--- src/rtl/tia_hsync_pkg.sv ---
// Shared definitions for the TIA horizontal sync counter.
//   - HCOUNT_W / HPHASE_W: widths of the polynomial step counter and sub-step phase.
//   - hdec_t: registered horizontal decode flags.
//   - lfsr6_next(s): one step of the 6-bit XNOR polynomial counter. The all-ones
//     lockup state is steered back to 000000.
//   - lfsr_at(k): counter value k steps after 000000. It is used to build the
//     decode constants at elaboration time.
package tia_hsync_pkg;

  localparam int HCOUNT_W = 6;
  localparam int HPHASE_W = 2;

  typedef struct packed {
    logic hsync;
    logic hblank;
    logic cb;
    logic line_start;
  } hdec_t;

  function automatic logic [HCOUNT_W-1:0] lfsr6_next(input logic [HCOUNT_W-1:0] s);
    logic [HCOUNT_W-1:0] n;
    // XNOR feedback can never leave all-ones, so that state is forced out.
    if (s == 6'b111111) begin
      n = 6'b000000;
    end else begin
      n = {s[4:0], ~(s[5] ^ s[4])};
    end
    return n;
  endfunction

  function automatic logic [HCOUNT_W-1:0] lfsr_at(input int k);
    logic [HCOUNT_W-1:0] s;
    s = '0;
    for (int i = 0; i < k; i++) begin
      s = lfsr6_next(s);
    end
    return s;
  endfunction

endpackage

--- src/rtl/tia_lfsr6.sv ---
// 6-bit XNOR polynomial counter.
//   clk    : clock, rising edge
//   rst_n  : asynchronous active-low reset, clears the counter to 000000
//   adv_i  : advance the counter by one polynomial step
//   clr_i  : synchronous clear to 000000 (overrides adv_i)
//   q_o    : current counter state
module tia_lfsr6
  import tia_hsync_pkg::*;
(
  input  logic                clk,
  input  logic                rst_n,
  input  logic                adv_i,
  input  logic                clr_i,
  output logic [HCOUNT_W-1:0] q_o
);

  logic [HCOUNT_W-1:0] state_q;
  logic [HCOUNT_W-1:0] state_d;

  always_comb begin
    state_d = state_q;
    if (clr_i) begin
      state_d = '0;
    end else if (adv_i) begin
      state_d = lfsr6_next(state_q);
    end
  end

  always_ff @(posedge clk or negedge rst_n) begin
    if (!rst_n) begin
      state_q <= '0;
    end else begin
      state_q <= state_d;
    end
  end

  assign q_o = state_q;

endmodule

--- src/rtl/tia_horizontal_sync_counter.sv ---
// Horizontal timing generator. The colour clock is divided by four (hphase)
// into 57 polynomial steps (hcount), which gives 228 colour clocks per line.
// Decode outputs are registered, and each one changes on the edge where hcount
// enters its decoded step.
//   clk          : colour clock
//   reset_n      : asynchronous active-low reset
//   rsyn_gated   : RSYNC strobe. When high, the line restarts at step 0 on the next edge.
//   hmove        : HMOVE strobe. It sets the HMOVE latch.
//   hcount       : polynomial step counter state
//   hphase       : sub-step phase, 0..3
//   hsync        : horizontal sync
//   hblank       : horizontal blank. It is extended to LRHB_IDX when HMOVE is latched.
//   cb           : colour burst window
//   line_start   : high for the cycle after entry to step 0
//   hmove_active : HMOVE latch state
module tia_horizontal_sync_counter
  import tia_hsync_pkg::*;
#(
  parameter int SHS_IDX  = 4,
  parameter int RHS_IDX  = 8,
  parameter int RCB_IDX  = 12,
  parameter int RHB_IDX  = 16,
  parameter int LRHB_IDX = 18,
  parameter int END_IDX  = 56
) (
  input  logic                clk,
  input  logic                reset_n,
  input  logic                rsyn_gated,
  input  logic                hmove,
  output logic [HCOUNT_W-1:0] hcount,
  output logic [HPHASE_W-1:0] hphase,
  output logic                hsync,
  output logic                hblank,
  output logic                cb,
  output logic                line_start,
  output logic                hmove_active
);

  localparam logic [HCOUNT_W-1:0] SHS_VAL  = lfsr_at(SHS_IDX);
  localparam logic [HCOUNT_W-1:0] RHS_VAL  = lfsr_at(RHS_IDX);
  localparam logic [HCOUNT_W-1:0] RCB_VAL  = lfsr_at(RCB_IDX);
  localparam logic [HCOUNT_W-1:0] RHB_VAL  = lfsr_at(RHB_IDX);
  localparam logic [HCOUNT_W-1:0] LRHB_VAL = lfsr_at(LRHB_IDX);
  localparam logic [HCOUNT_W-1:0] END_VAL  = lfsr_at(END_IDX);

  logic [HPHASE_W-1:0] phase_q, phase_d;
  logic [HCOUNT_W-1:0] hcount_q;
  logic [HCOUNT_W-1:0] step_next;   // step value the counter would enter without RSYNC
  logic                advance;
  logic                at_end;
  logic                step0_entry;  // natural line wrap into step 0, ignoring RSYNC
  hdec_t               dec_q, dec_d;
  logic                hmove_q, hmove_d;

  assign advance     = (phase_q == 2'd3);
  assign at_end      = (hcount_q == END_VAL);
  assign step_next   = at_end ? '0 : lfsr6_next(hcount_q);
  assign step0_entry = advance && (step_next == '0);

  tia_lfsr6 u_lfsr (
    .clk   (clk),
    .rst_n (reset_n),
    .adv_i (advance),
    .clr_i (rsyn_gated | (advance & at_end)),
    .q_o   (hcount_q)
  );

  always_comb begin
    phase_d            = phase_q + 2'd1;
    dec_d              = dec_q;
    dec_d.line_start   = 1'b0;
    if (rsyn_gated) begin
      phase_d          = '0;
      dec_d.hsync      = 1'b0;
      dec_d.hblank     = 1'b1;
      dec_d.cb         = 1'b0;
      dec_d.line_start = 1'b1;
    end else if (advance) begin
      if (step_next == SHS_VAL) dec_d.hsync = 1'b1;
      if (step_next == RHS_VAL) begin
        dec_d.hsync = 1'b0;
        dec_d.cb    = 1'b1;
      end
      if (step_next == RCB_VAL) dec_d.cb = 1'b0;
      // The latch value from before this edge decides whether blanking is extended.
      if ((step_next == RHB_VAL) && !hmove_q) dec_d.hblank = 1'b0;
      if (step_next == LRHB_VAL) dec_d.hblank = 1'b0;
      if (step_next == '0) begin
        dec_d.hblank     = 1'b1;
        dec_d.line_start = 1'b1;
      end
    end
  end

  // When a new HMOVE arrives on the same edge as the wrap, the set takes priority,
  // so the move applies to the new line.
  always_comb begin
    hmove_d = hmove_q;
    if (hmove) begin
      hmove_d = 1'b1;
    end else if (step0_entry) begin
      hmove_d = 1'b0;
    end
  end

  always_ff @(posedge clk or negedge reset_n) begin
    if (!reset_n) begin
      phase_q <= '0;
      dec_q   <= '{hsync: 1'b0, hblank: 1'b1, cb: 1'b0, line_start: 1'b0};
      hmove_q <= 1'b0;
    end else begin
      phase_q <= phase_d;
      dec_q   <= dec_d;
      hmove_q <= hmove_d;
    end
  end

  assign hcount       = hcount_q;
  assign hphase       = phase_q;
  assign hsync        = dec_q.hsync;
  assign hblank       = dec_q.hblank;
  assign cb           = dec_q.cb;
  assign line_start   = dec_q.line_start;
  assign hmove_active = hmove_q;

endmodule

--- config.mk ---
export PLATFORM = sky130hd
export DESIGN_NAME = tia_horizontal_sync_counter
export DESIGN_NICKNAME = d
export VERILOG_FILES = /design/src/rtl/tia_hsync_pkg.sv /design/src/rtl/tia_lfsr6.sv /design/src/rtl/tia_horizontal_sync_counter.sv
export SDC_FILE = /design/constraint.sdc
export NUM_CORES = 1
export LEC_CHECK = 0
export CORE_MARGIN = 2
export CORE_UTILIZATION = 51
export CTS_BUF_LIST = sky130_fd_sc_hd__clkbuf_16
export DETAILED_ROUTE_END_ITERATION = 10
export PLACE_DENSITY = 0.81
export SLEW_MARGIN = 20
export SYNTH_ARGS = -nofsm -noshare
export SYNTH_HDL_FRONTEND = slang
export SYNTH_HIERARCHICAL = 1
export SYNTH_SLANG_ARGS = --single-unit
--- constraint.sdc ---
create_clock -name clk -period 3.6 [get_ports clk]
set_clock_uncertainty 0.05 [all_clocks]
set_input_delay 0.72 -clock clk [delete_from_list [all_inputs] [get_ports clk]]
set_output_delay 0.72 -clock clk [all_outputs]
set_load 0.03 [all_outputs]
Yosys cells after proc, flatten, opt, wreduce, memory -nomap -nowiden --
Cells that the tools add are included. Widths: inputs -> output; s select.
Storage, ports and cells: register bits after elaboration 13, bits of input ports 4, output and inout port bits 13, logic and storage cells 50
Cells by class: $add $sub $neg 1, eq/ne operators 8, mux-type cells 17, bitwise gates (word level) 4, reductions and logical operators 13
Operator list (count):
- $eq 6x6->1 const B | 4
- $mux 6 | 4
- $eq 6x4->1 const B | 3
- $mux 1 | 10
- $mux 4 | 2
- $logic_not 6->1 | 1
- $reduce_and 2->1 | 3
- $reduce_bool 2->1 | 3
- $reduce_bool 3->1 | 2
- $reduce_bool 4->1 | 1
- $add 2x1->2 const B | 1
- $eq 2x2->1 const B | 1
- $logic_and 1x1->1 | 2
- $mux 2 | 1
- $and 1x1->1 | 1
- $logic_not 1->1 | 1
- $not 1->1 | 1
- $or 1x1->1 | 1
- $xor 1x1->1 | 1

Longest topological paths before layout --
depth after elaboration 11, gate-level depth with buffers 6, gate-level depth less buffers 6

Hierarchy --
The synthesis kept the hierarchy.
Modules (own cells, without submodules):
- tia_horizontal_sync_counter | times used 1, cells an instance 42, area each 424.2 µm², seq. area each 176.4 µm²
- tia_lfsr6 | times used 1, cells an instance 32, area each 314.1 µm², seq. area each 150.1 µm²

Worst setup path before layout --
Ideal clock, no wire load.
path kind register to register, start point reg u_lfsr.state_q[4] (netlist: u_lfsr/q_o[4]), end point reg hmove_q (netlist: hmove_active), setup time 118 ps, arrival 1686 ps, data required time 3432 ps, setup slack 1746 ps, stages on the path, launching flop included 6, path buffers 0, period minus slack after synthesis 1854 ps, cell sequence dfrtp_1 -> inv_1 -> ha_1 -> nor4b_1 -> o221ai_2 -> a21o_1
On the way: word-level cells in the longest chain between the ends 7, elaborated cells on any way between the ends 9, those cells by class 2 x eq/ne; 2 x mux; 2 x bitwise; 3 x reduce/logical
Ends and longest elaborated chain:
- start, declared | line tia_lfsr6.sv:17 | logic [HCOUNT_W-1:0] state_q;
- start signal, assigned | line tia_lfsr6.sv:33 | state_q <= state_d;
- parallel branches: the longest is 3 deep, another holds $eq 6x6->1
- $mux 6 * | line tia_horizontal_sync_counter.sv:57 | assign step_next = at_end ? '0 : lfsr6_next(hcount_q);
- $logic_not 6->1 * | line tia_horizontal_sync_counter.sv:58 | assign step0_entry = advance && (step_next == '0);
- $logic_and 1x1->1 * | line tia_horizontal_sync_counter.sv:58
- $reduce_bool 2->1 (no source line) *
- end signal, assigned | line tia_horizontal_sync_counter.sv:114 | hmove_q <= hmove_d;
- end, declared | line tia_horizontal_sync_counter.sv:53 | logic hmove_q, hmove_d;
Mark *: on every way between the ends. A chain may end at the register's enable or synchronous reset.

Worst setup path after layout --
start point reg u_lfsr.state_q[0] (netlist: u_lfsr/q_o[0]), end point out hcount[0]
RTL lines:
- end, declared | line tia_horizontal_sync_counter.sv:30 | output logic [HCOUNT_W-1:0] hcount,
No word-level cell between the ends.

==> impl_metrics.env <==
export IMPL_status="finished, final reports clean"
export IMPL_cpLargestDelayFamily="buffers and inverters"
export IMPL_drt_pass1_iterations=4
export IMPL_cts_resized=0
export IMPL_syn_area_um2=738
export IMPL_fin_crit_sh_pct=65.5
export IMPL_synth_area_mux_share_pct=0
export IMPL_floorplan_initialDensity_pct=55.3
export IMPL_nets=102
export IMPL_irDropWorstVdd_mv=0.305
export IMPL_cts_setup_buffers=0
export IMPL_hold_path_class="reg -> reg"
export IMPL_path_max_fanout=14
export IMPL_crit_type="reg -> out"
export IMPL_grt_setup_unrepaired="false"
export IMPL_wl_per_cell_um=16.4
export IMPL_drtIter0Drc=24
export IMPL_maxCapViolCount=0
export IMPL_clk_pin_slew_ns=0.05
export IMPL_ys_seq_area_share_pct=44.2
export IMPL_area_growth_pct=34.2
export IMPL_drive_gt1_share_pct=10.8
export IMPL_hpwl_mm=1.16
export IMPL_leakagePower_nw=0.388
export IMPL_synth_adder_area_share_pct=6.78
export IMPL_tns_ns=0
export IMPL_clock_latency_ns=0.24
export IMPL_crit_buf_inv=1
export IMPL_yosys_area_share_xor_xnor_pct=0
export IMPL_grt_pass1_wl_mm=3.03
export IMPL_start_kind="register"
export IMPL_reg2reg_depth=5
export IMPL_cts_max_level=1
export IMPL_cts_buffers_inserted=3
export IMPL_gp_congestion=0.764
export IMPL_period_minus_slack_ns=2.36
export IMPL_critical_path_depth=1
export IMPL_clockRootBuffer="clkbuf_16"
export IMPL_die_w_um=42.0
export IMPL_synth_nets=82
export IMPL_worstMarginPinSlew_ns=0.588
export IMPL_final_cells=108
export IMPL_max_stage_delay_ns=0.75
export IMPL_grt_pass1_vias=611
export IMPL_yosys_warnings=6
export IMPL_dr_total_vias=665
export IMPL_rrSetupSlack_ns=1.64
export IMPL_crit_slowest_cell="clkdlybuf4s50_1"
export IMPL_coreArea_um2=1330
export IMPL_antenna_found_initial=0
export IMPL_yosysTopAreaCell="dfrtp_1"
export IMPL_fmax_ghz=0.424
export IMPL_synthCells=74
export IMPL_synth_compound_area_share_pct=17.8
export IMPL_overflow=0
export IMPL_cts_tree="yes"
export IMPL_synthTopCellsByArea="dfrtp_1 (41%), ha_1 (6.8%), nand2b_1 (5.9%)"
export IMPL_setup_violations_final=0
export IMPL_min_path_cells=1
export IMPL_pin_count=17
export IMPL_ys_ff_latch=13
export IMPL_avgSynthCellArea_um2=9.98
export IMPL_wl_mm=1.77
export IMPL_cts_hold_buf=0
export IMPL_worstPathArrival_ns=1.59
export IMPL_synth_top_family_by_area="simple AND/OR/NAND/NOR gates"
export IMPL_diodes=0
export IMPL_synth_edff_count=0
export IMPL_final_hold_violation_count=0
export IMPL_dieArea_um2=1770
export IMPL_path_cells="clkdlybuf4s50_1"
export IMPL_port_buffer_count=16
export IMPL_die_height_um=42.0
export IMPL_drv_slew=0
export IMPL_yosys_area_share_simple_pct=28.5
export IMPL_relSlewSlack_pct=60.7
export IMPL_detail_route_antenna_nets=0
export IMPL_rows=13
export IMPL_place_inst=104
export IMPL_grt_max_degree=17
export IMPL_ys_async_sr_fraction_pct=100
export IMPL_max_clock_path_buffers=2
export IMPL_ys_types=31
export IMPL_ys_flop_type="dfrtp_1"
export IMPL_pwr_density_cell_nw_per_um2=403
export IMPL_cts_sinks=13
export IMPL_drc=0
export IMPL_via_per_inst=6.16
export IMPL_synth_top_area_share_pct=40.7
export IMPL_grt_usage_pct=22.6
export IMPL_required_ns=2.83
export IMPL_cp_end_kind="primary output"
-- report_power, final --
| part | total [W] | internal, W | switching (W) |
|---|---|---|---|
| sequential | 0.000156 | 0.000151 | 0.00000472 |
| clock | 0.000207 | 0.000146 | 0.0000602 |
| combinational | 0.0000374 | 0.0000161 | 0.0000214 |
| total | 0.000400 | 0.000313 | 0.0000862 |
-- cell usage after synthesis, types with 2 or more instances --
library cell	count
nor3b_1	2
a21oi_1	7
nor3_1	2
nand2b_1	7
dfrtp_1	12
o21ai_0	3
inv_1	3
nor2b_1	2
o21a_1	2
ha_1	4
nor2_1	2
nand3_1	5
nand4_1	4
nand2_1	2
-- per-layer routing --
layer  GRT usage, %  vias up  share of wire (%)  wire (um)
li1               -      314                  -          -
met1           31.0      324                 45        803
met2           33.4       23                 48        847
met3           5.60        4                5.0         88
met4           10.6        0                1.6         29
met5              0        -                  0          0
-- cell type report --
cell class | count | area, um^2
Inverter | 4 | 15.0
Fill cell | 95 | 343
Multi-Input combinational cell | 56 | 392
Tap cell | 15 | 18.8
Clock inverter | 1 | 3.75
Clock buffer | 3 | 75.1
Sequential cell | 13 | 327
Timing Repair Buffer | 16 | 160
-- kinds of logic after synthesis --
kind of cell,after synthesis
and+or+nand+nor,33
AOI/OAI and AO/OA,19
DFF,13
buffers and inverters,5
adders and majority gates,4
-- flip-flops by register name, indices dropped and copies added, names as in the netlist --
register	cells
cb	1
hblank	1
hmove_active	1
hphase	2
hsync	1
line_start	1
u_lfsr/q_o	6
-- layout by cell type (no fill, tap or decap), drive strengths merged, types with 2 or more instances in the layout --
cell type / instances
nand3: 5
dfrtp: 12
a21oi: 8
nor3: 2
clkbuf: 3
nand4: 5
inv: 5
o21ai: 4
clkdlybuf4s50: 16
nand2: 2
ha: 4
nor3b: 2
nand2b: 7
o21a: 2
nor2: 2
nor2b: 2
-- worst paths after layout --
| kind | start | to |
|---|---|---|
| setup / recovery | u_lfsr/q_o[0] | hcount[0] |
| hold / removal | hphase[0] | hphase[0] |
| setup reg to reg | u_lfsr/q_o[4] | hmove_active |
| hold reg to reg | hphase[0] | hphase[0] |
| max in group asynchronous | reset_n | hphase[1] |
| min in group asynchronous | reset_n | u_lfsr/q_o[0] |
-- stage by stage --
stage / area (um^2) / hold WS (ns) / utilization [%] / total power (W) / worst slack (ns)
3_3_place_gp: 912 / 0.392 / 68.4 / 0.000194 / 1.54
2_1_floorplan: 738 / 0.374 / - / 0.000177 / 1.75
4_1_cts: 991 / 0.410 / 74.3 / 0.000404 / 1.25
5_1_grt: 991 / 0.422 / 74.3 / 0.000413 / 1.16
6_report: 991 / 0.403 / 74.3 / 0.000400 / 1.24
3_5_place_dp: 912 / 0.404 / 68.4 / 0.000195 / 1.51
(Power assumes the default switching activity.)
